<file path="src/rtl/pwm_capture.sv">
// pwm_capture: measures the high time and the rising-to-rising period of one
// external PWM input, counted in clk_i cycles. Each completed measurement is
// handed to a consumer through a single-entry valid/ready result register.
//
// Optional feature: define PWM_CAPTURE_FILTER_EN to insert a stability
// filter after the synchronizer. The filtered level follows the input only
// after the new value has been held for FiltCnt consecutive cycles.
//
// Ports:
//   clk_i         core clock
//   rst_i         synchronous active-high reset
//   enable_i      capture enable (level); low returns the FSM to IDLE
//   pwm_i         asynchronous PWM input
//   meas_valid_o  result register holds an unconsumed measurement
//   meas_ready_i  consumer accepts the result
//   high_o        high time of the measured cycle
//   period_o      rising-to-rising period
//   timeout_o     result was produced by counter saturation
//   overrun_o     sticky: a result was dropped while the register was full
//   clear_i       clears overrun_o (a simultaneous set wins)
//   level_o       synchronized (and filtered) input level
module pwm_capture #(
    parameter int CntDw   = 16,
    parameter int FiltCnt = 4
) (
    input  logic             clk_i,
    input  logic             rst_i,
    input  logic             enable_i,
    input  logic             pwm_i,
    output logic             meas_valid_o,
    input  logic             meas_ready_i,
    output logic [CntDw-1:0] high_o,
    output logic [CntDw-1:0] period_o,
    output logic             timeout_o,
    output logic             overrun_o,
    input  logic             clear_i,
    output logic             level_o
);

    typedef enum logic [1:0] {S_IDLE, S_ARM, S_HIGH, S_LOW} state_e;

    localparam logic [CntDw-1:0] CNT_MAX = '1;
    localparam logic [CntDw-1:0] CNT_ONE = {{(CntDw-1){1'b0}}, 1'b1};

    if (FiltCnt < 2) begin : g_bad_filt
        $error("pwm_capture: FiltCnt must be >= 2");
    end

    // ------------------------------------------------------------------
    // Input path: 2-flop synchronizer, optional filter, edge detector
    // ------------------------------------------------------------------
    logic sync1_q, sync2_q;
    logic lvl;
    logic prev_q;
    logic rise, fall;

    // NOTE: sequential state is updated with non-blocking assignments only,
    // so every flop samples the pre-edge value of its neighbours.
    always_ff @(posedge clk_i) begin
        if (rst_i) begin
            sync1_q <= 1'b0;
            sync2_q <= 1'b0;
        end else begin
            sync1_q <= pwm_i;
            sync2_q <= sync1_q;
        end
    end

`ifdef PWM_CAPTURE_FILTER_EN
    localparam int FCW = $clog2(FiltCnt);
    localparam logic [FCW-1:0] FILT_LAST = FCW'(FiltCnt - 1);

    logic           filt_q;
    logic [FCW-1:0] fcnt_q;

    // fcnt_q counts consecutive samples that disagree with the filtered
    // level; the FiltCnt-th disagreeing sample commits the new level.
    always_ff @(posedge clk_i) begin
        if (rst_i) begin
            filt_q <= 1'b0;
            fcnt_q <= '0;
        end else if (sync2_q == filt_q) begin
            fcnt_q <= '0;
        end else if (fcnt_q == FILT_LAST) begin
            filt_q <= sync2_q;
            fcnt_q <= '0;
        end else begin
            fcnt_q <= fcnt_q + 1'b1;
        end
    end

    assign lvl = filt_q;
`else
    assign lvl = sync2_q;
`endif

    always_ff @(posedge clk_i) begin
        if (rst_i) prev_q <= 1'b0;
        else       prev_q <= lvl;
    end

    assign rise    = lvl & ~prev_q;
    assign fall    = ~lvl & prev_q;
    assign level_o = lvl;

    // ------------------------------------------------------------------
    // Measurement FSM
    // ------------------------------------------------------------------
    state_e           state_q, state_d;
    logic [CntDw-1:0] cnt_q, cnt_d;
    logic [CntDw-1:0] hi_q, hi_d;

    logic             res_v;
    logic [CntDw-1:0] res_high, res_period;
    logic             res_timeout;

    always_ff @(posedge clk_i) begin
        if (rst_i) begin
            state_q <= S_IDLE;
            cnt_q   <= '0;
            hi_q    <= '0;
        end else begin
            state_q <= state_d;
            cnt_q   <= cnt_d;
            hi_q    <= hi_d;
        end
    end

    // NOTE: every signal driven here gets a default first, so no path can
    // leave one unassigned and infer a latch.
    always_comb begin
        state_d     = state_q;
        cnt_d       = cnt_q;
        hi_d        = hi_q;
        res_v       = 1'b0;
        res_high    = hi_q;
        res_period  = cnt_q;
        res_timeout = 1'b0;

        if (!enable_i) begin
            // Drop any partial measurement.
            state_d = S_IDLE;
            cnt_d   = '0;
        end else begin
            unique case (state_q)
                S_IDLE: state_d = S_ARM;
                S_ARM: begin
                    if (rise) begin
                        state_d = S_HIGH;
                        cnt_d   = CNT_ONE;
                    end
                end
                S_HIGH: begin
                    if (cnt_q == CNT_MAX) begin
                        // Stuck high: report a timeout, wait for a fresh rise.
                        res_v       = 1'b1;
                        res_high    = CNT_MAX;
                        res_period  = CNT_MAX;
                        res_timeout = 1'b1;
                        state_d     = S_ARM;
                    end else if (fall) begin
                        state_d = S_LOW;
                        hi_d    = cnt_q;
                        cnt_d   = cnt_q + CNT_ONE;
                    end else begin
                        cnt_d = cnt_q + CNT_ONE;
                    end
                end
                S_LOW: begin
                    if (cnt_q == CNT_MAX) begin
                        res_v       = 1'b1;
                        res_high    = hi_q;
                        res_period  = CNT_MAX;
                        res_timeout = 1'b1;
                        state_d     = S_ARM;
                    end else if (rise) begin
                        // Closing rise also opens the next measurement.
                        res_v      = 1'b1;
                        res_high   = hi_q;
                        res_period = cnt_q;
                        state_d    = S_HIGH;
                        cnt_d      = CNT_ONE;
                    end else begin
                        cnt_d = cnt_q + CNT_ONE;
                    end
                end
                default: state_d = S_IDLE;
            endcase
        end
    end

    // ------------------------------------------------------------------
    // Single-entry result register
    // ------------------------------------------------------------------
    logic load;
    assign load = res_v && (!meas_valid_o || meas_ready_i);

    // NOTE: the result registers are reset as well, because their contents
    // are visible on the outputs and must read 0 after reset.
    always_ff @(posedge clk_i) begin
        if (rst_i) begin
            meas_valid_o <= 1'b0;
            high_o       <= '0;
            period_o     <= '0;
            timeout_o    <= 1'b0;
        end else if (load) begin
            meas_valid_o <= 1'b1;
            high_o       <= res_high;
            period_o     <= res_period;
            timeout_o    <= res_timeout;
        end else if (meas_valid_o && meas_ready_i) begin
            meas_valid_o <= 1'b0;
        end
    end

    always_ff @(posedge clk_i) begin
        if (rst_i)                                    overrun_o <= 1'b0;
        else if (res_v && meas_valid_o && !meas_ready_i) overrun_o <= 1'b1;
        else if (clear_i)                             overrun_o <= 1'b0;
    end

endmodule
</file>
<file path="config.mk">
export PLATFORM = sky130hd
export DESIGN_NAME = pwm_capture
export DESIGN_NICKNAME = d
export VERILOG_FILES = /design/src/rtl/pwm_capture.sv
export SDC_FILE = /design/constraint.sdc
export NUM_CORES = 1
export LEC_CHECK = 0
export BUFFER_PORTS_ARGS = -buffer_cell sky130_fd_sc_hd__buf_2
export CAP_MARGIN = 40
export CORE_MARGIN = 10
export CORE_UTILIZATION = 59
export CTS_BUF_LIST = sky130_fd_sc_hd__clkbuf_4 sky130_fd_sc_hd__clkbuf_8
export CTS_CLUSTER_SIZE = 20
export DETAILED_ROUTE_END_ITERATION = 8
export PLACE_DENSITY = 0.93
export SYNTH_ARGS = -nofsm -noshare
export SYNTH_HDL_FRONTEND = slang
export SYNTH_SLANG_ARGS = --single-unit
</file>
<file path="constraint.sdc">
create_clock -name clk_i -period 2.3 [get_ports clk_i]
set_input_delay 0.23 -clock clk_i [delete_from_list [all_inputs] [get_ports clk_i]]
set_output_delay 0.23 -clock clk_i [all_outputs]
set_load 0.03 [all_outputs]
</file>
==> results of run 1 <==
## layer usage
| metal | vias up | wire (um) | GRT usage [%] |
|---|---|---|---|
| met5 | - | 0 | 0 |
| met4 | 0 | 210 | 8.75 |
| met3 | 31 | 662 | 6.91 |
| met2 | 149 | 3520 | 27.8 |
| met1 | 1255 | 3080 | 21.1 |
| li1 | 1282 | - | - |
## power breakdown
group | switching, W | internal [W]
combinational | 0.0000364 | 0.0000166
sequential | 0.00000281 | 0.00125
clock | 0.000485 | 0.000612
## critical path: stages, from the launching register on
cell and delay (ns):
dfxtp_1 0.45, ha_1 0.25, and4_2 0.35, nand4_4 0.12, buf_4 0.23, a21oi_2 0.21
buf_4 0.26, mux2i_1 0.25
## synth_stat cells, types with 3 or more instances
library cell / number
or4_1: 9
buf_4: 4
nand3_1: 23
nand2_1: 38
nand4_1: 8
o41ai_1: 3
nor3_1: 3
nor2b_1: 5
inv_1: 4
and4_1: 4
nor2_1: 3
o221a_2: 6
mux2i_1: 14
a21oi_1: 35
o221a_1: 10
nand2b_1: 3
clkbuf_1: 16
or3_1: 4
buf_2: 8
o21ai_0: 23
o31ai_1: 10
dfxtp_1: 72
## cell type report
cell class | instances | area share (%)
sequential | 72 | 41.4
multi-input combinational | 221 | 40.6
timing repair buffer | 53 | 8.94
clock buffer | 9 | 3.55
clock inverter | 7 | 2.73
tap | 67 | 2.41
inverter | 4 | 0.431
## cells by family after synthesis
kind of cell | after synthesis | share of synthesized area (%)
AND/OR/NAND/NOR | 109 | 20.1
multiplexers | 15 | 5.02
flip-flops | 72 | 47.8
AO/OA/AOI/OAI | 96 | 21.2
buffers and inverters | 34 | 5.56
adder cells (fa/ha/maj) | 1 | 0.415
## sequential cells by signal, summed over array words and instances (netlist names)
| signal | cells |
|---|---|
| cnt_q | 16 |
| hi_q | 16 |
| high_o | 16 |
| period_o | 16 |
| state_q | 2 |
| level_o | 1 |
| meas_valid_o | 1 |
| overrun_o | 1 |
| prev_q | 1 |
| sync1_q | 1 |
| timeout_o | 1 |
## per-stage QoR
| stage | worst slack, ns | cell area (sq um) |
|---|---|---|
| CTS | 0.129 | 3470 |
| finish | 0.0941 | 3480 |
| floorplan | 0.444 | 3020 |
| global route | 0.0242 | 3480 |
| global placement | 0.317 | 3250 |
| detailed placement | 0.182 | 3250 |
## cell usage in the layout (no fill, tap or decap), types with 8 or more instances in the layout
cell type,Yosys,final
or4_1,9,9
buf_2,8,41
o221a_1,10,10
nand2_1,38,38
clkbuf_8,0,9
mux2i_1,14,14
nand3_1,23,23
nand4_1,8,8
a21oi_1,35,34
o31ai_1,10,10
o21ai_0,23,23
buf_4,4,10
dfxtp_1,72,72
## path summary, 6_finish.rpt
kind	cells past startpoint	end	startpoint	slack [ns]
worst max-delay path	7	period_o[3]	cnt_q[0]	0.09
worst min-delay path	2	sync1_q	pwm_i	0.1
worst max register to register	7	period_o[3]	cnt_q[0]	0.09
worst min register to register	2	period_o[12]	period_o[12]	0.45
==> flow_summary.ini, run 1 <==
[clock_tree]
post_cts_buffers = 0
insertion_delay_ns = 0.36
ctsRootBufferMaster = clkbuf_8
clockBufferDepth = 2
tritoncts = done
ctsResizeCount = 0
htreeDepth = 3
cts_hold_buf = 0
clk_pin_slew_ns = 0.07
clkSinkCount = 72
cts_buffers = 9

[power_and_ir_drop]
cellLeakagePower_nw = 1.29
max-vdd-ir-drop_mv = 0.528
power_w = 0.00240
power_density_nw_per_um2 = 689

[hold_path]
hold_path.class = input pin to flop

[yosys]
synth_seq_cells = 72
synthTopCellsByArea = dfxtp_1, a21oi_1, nand2_1
yosysWarnings = 0
seq_area_frac_synth_pct = 47.8
synthFlopType = dfxtp_1
synth_top_area_share_pct = 47.8
synth_area_sq_um = 3020
synth_edf_count = 0
synthCells = 327
synth_cell_types = 40
synth_top_area_cell = dfxtp_1
synthesis.nets = 334
async_flop_share_pct = 0
avgSynthCellArea_sq_um = 9.23

[critical_path]
worst_ep_arrival_time_ns = 2.48
crit_fanout = 21
path_class = flop to flop
startpoint_type = flop
cp-end-kind = flop
cp_data_required_time_ns = 2.57

[sta]
holdWs_ns = 0.0977
timing.fmax_ghz = 0.453
hold_violations = 0
tns_ns = 0
period_minus_slack_ns = 2.21
rsz0062_at_grt = false
slew_headroom_pct = 44.0
period_share_pct = 95.9
tightest_slew_ns = 0.839
slew_violations = 0
setup_violations = 0
clock_skew_ns = 0.00772

[route]
drtPass1Iterations = 5
drc = 0
routed_wl_um = 7470
ant_nets = 0
num_vias = 2717
wire_per_inst_um = 17.3
avgViaCountPerCell = 6.27
first_iter_violations = 382

[placed_design]
dpl.hpwl_um = 5050
gp_congestion = 0.913
dp.cells = 416
port-buffer-count = 41

[cells_and_area]
diodes = 0
stdcell_count = 433
multi_input_area_sq_um = 1410
seqCellArea_sq_um = 1440
final.fill_count = 352
fin_util_pct = 71.9
drive_above_1_share_pct = 22.4
syn_to_final_growth_pct = 15.5
final_nets = 368

[global_routing]
antenna_found_initial = 0
grt_usage_pct = 17.9
gr-total-overflow = 0
grt_pass1_vias = 2574
grt_pass1_wl_um = 12600
grt_max_degree = 32

[floorplan]
dieWidth_um = 91.5
start_util_pct = 62.2
die-area_sq_um = 8380
row_count = 25
fp.dieH_um = 91.5
num_io_pins = 42
coreArea_sq_um = 4850

[flow_run]
drv_cap = 0

[run_status]
status = completed
No activity file was read; power rests on OpenSTA's default activity.
==> inputs of run 2 (changes only) <==
--- a/config.mk
+++ b/config.mk
@@ -5,6 +5,7 @@
 export SDC_FILE = /design/constraint.sdc
 export NUM_CORES = 1
 export LEC_CHECK = 0
+export ABC_AREA = 1
 export BUFFER_PORTS_ARGS = -buffer_cell sky130_fd_sc_hd__buf_2
 export CAP_MARGIN = 40
 export CORE_MARGIN = 10
@@ -12,7 +13,8 @@
 export CTS_BUF_LIST = sky130_fd_sc_hd__clkbuf_4 sky130_fd_sc_hd__clkbuf_8
 export CTS_CLUSTER_SIZE = 20
 export DETAILED_ROUTE_END_ITERATION = 8
-export PLACE_DENSITY = 0.93
+export PLACE_DENSITY = 0.92
+export SETUP_SLACK_MARGIN = 0.2
 export SYNTH_ARGS = -nofsm -noshare
 export SYNTH_HDL_FRONTEND = slang
 export SYNTH_SLANG_ARGS = --single-unit
==> run 2 against run 1 <==
  * Synthesized cell count up 40%
  * Non-clock buffer count down 5
  * Maximum frequency up 18%
  * Via count up 9.7%
  * Critical path type unchanged
  * Critical endpoint is now high_o[6]
  * Largest power group unchanged
==> flow_summary.ini, run 2 <==
[sta]
tns_ns = 0
rsz0062_at_grt = false
hold_violations = 0
timing.fmax_ghz = 0.535
setup_violations = 0
period_share_pct = 81.3
fin_ws_ns = 0.430
slew_violations = 0
clock_skew_ns = 0.00813
tightest_slew_ns = 0.420
slew_headroom_pct = 72.0
period_minus_slack_ns = 1.87

[cells_and_area]
syn_to_final_growth_pct = 13.7
fin_area_sq_um = 3560
final.fill_count = 421
final_nets = 501
final_cell_mix = nand2_1, dfxtp_1, nor2_1
final_common_cell = nand2_1
drive_above_1_share_pct = 15.6
diodes = 0

[yosys]
synthesis.nets = 464
synthTopCellsByArea = dfxtp_1, nand2_1, nor2_1
synthAdderAreaFrac_pct = 0.399
synth_area_sq_um = 3130
muxShareOfSynthArea_pct = 0
synth_xor_area_share_pct = 0
synth_top_family_by_area = simple AND/OR/NAND/NOR gates
synth_top_area_cell = dfxtp_1
synthCells = 457
synth_top_area_share_pct = 46.0
synth_seq_cells = 72
seq_area_frac_synth_pct = 46.0
synth_edf_count = 0
async_flop_share_pct = 0
yosysWarnings = 0
synth.most_common_cell = nand2_1
synth_common_cells = nand2_1, dfxtp_1, nor2_1
synth_cell_types = 26
synthFlopType = dfxtp_1
synth_simple_gate_area_share_pct = 31.0
synth_compound_area_share_pct = 11.2
avgSynthCellArea_sq_um = 6.86

[critical_path]
cp-end-kind = flop
worst_path_max_delay_cell = dfxtp_1
max_stage_delay_ns = 0.40
path_class = flop to flop
startpoint_type = flop
crit_buf_inv = 1
critPathMostFrequentCell = nor2_1
crit_fanout = 16
crit_chain = ha_1 -> inv_1 -> nor2_4 -> nand2_4 -> nor2_2 -> nand3_2 -> nand2_1 -> nor2_1 -> nor2_1
worst_ep_arrival_time_ns = 2.15
cp_data_required_time_ns = 2.58
cpLargestDelayFamily = simple AND/OR/NAND/NOR gates

[route]
drc = 0
drtPass1Iterations = 5
ant_nets = 0
first_iter_violations = 208
num_vias = 2980
wire_per_inst_um = 12.9
avgViaCountPerCell = 5.24
routed_wl_um = 7310

[global_routing]
grt_pass1_vias = 2722
grt_usage_pct = 17.1
grt_max_degree = 53
antenna_found_initial = 0
grt_pass1_wl_um = 12100
gr-total-overflow = 0

[floorplan]
coreArea_sq_um = 5140
num_io_pins = 42
dieWidth_um = 92.9
row_count = 26
die-area_sq_um = 8630
start_util_pct = 61.0
fp.dieH_um = 92.9

[clock_tree]
htreeDepth = 3
tritoncts = done
clockBufferDepth = 2
ctsRootBufferMaster = clkbuf_8
clk_pin_slew_ns = 0.07
cts_hold_buf = 0
ctsResizeCount = 0
insertion_delay_ns = 0.34
clkSinkCount = 72
cts_buffers = 9
post_cts_buffers = 0

[placed_design]
dpl.hpwl_um = 4950
gp_congestion = 0.880
placed_cell_area_sq_um = 3390
dpl_worst_slack_ns = 0.455
port-buffer-count = 41

[flow_run]
drv_cap = 0

[hold_path]
hold_path.class = input pin to flop

[power_and_ir_drop]
power_density_nw_per_um2 = 619
max-vdd-ir-drop_mv = 0.405
cellLeakagePower_nw = 1.74

[run_status]
status = completed
==> run 2: cell count changes after synthesis, moves of 9 or more <==
cell	delta
o221a_1	-10
or4_1	-9
o31ai_1	-10
nor2_1	+62
inv_1	+59
nand2_1	+78
mux2i_1	-14
a21oi_1	+9
==> run 2: kinds of logic (layout without fill, tap and decap cells) <==
logic type / Yosys count / count (layout)
and+or+nand+nor: 229 / 229
DFF: 72 / 72
AOI/OAI and AO/OA: 66 / 66
buffers and inverters: 89 / 131
adders and majority gates: 1 / 1
==> run 2: final timing paths <==
check / start / to / slack (ns) / depth (start not counted)
worst max-delay path: cnt_q[0] / high_o[6] / 0.43 / 9
worst max register to register: cnt_q[0] / high_o[6] / 0.43 / 9
worst min-delay path: pwm_i / sync1_q / 0.10 / 3
worst min register to register: sync1_q / level_o / 0.40 / 2
==> run 2: metrics by stage <==
stage / cells / util (%) / hold WS [ns] / total power (W)
after floorplan: 457 / - / 0.337 / 0.00132
after global placement: 553 / 65.9 / 0.392 / 0.00133
after detailed placement: 553 / 65.9 / 0.396 / 0.00134
after CTS: 569 / 69.4 / 0.0997 / 0.00221
after global routing: 569 / 69.4 / 0.0970 / 0.00227
final: 569 / 69.4 / 0.100 / 0.00221
==> run 2: power breakdown <==
group,internal [W],switching [W]
Combinational,0.0000159,0.0000405
Sequential,0.00125,0.00000284
Clock,0.000454,0.000445
Total,0.00172,0.000488
==> run 2: tightest hold or removal path: stages <==
cell and delay [ns]:
buf_2 0.08, inv_1 0.03, nor2_1 0.06
==> run 2: layout make-up <==
cell class | count | area [sq um] | area share, %
Timing Repair Buffer | 48 | 270 | 7.58
Clock buffer | 13 | 160 | 4.49
Inverter | 67 | 251 | 7.06
Multi-Input combinational cell | 296 | 1340 | 37.5
Sequential cell | 72 | 1440 | 40.4
Tap cell | 70 | 87.6 | 2.46
Clock inverter | 3 | 17.5 | 0.491
==> run 2: layer usage <==
metal | GRT usage [%] | share of wire (%) | vias to the layer above
met5 | 0 | 0 | -
met4 | 8.35 | 2.3 | 0
met3 | 4.44 | 8.4 | 22
met2 | 29.3 | 48 | 124
met1 | 19.1 | 42 | 1335
li1 | - | - | 1499
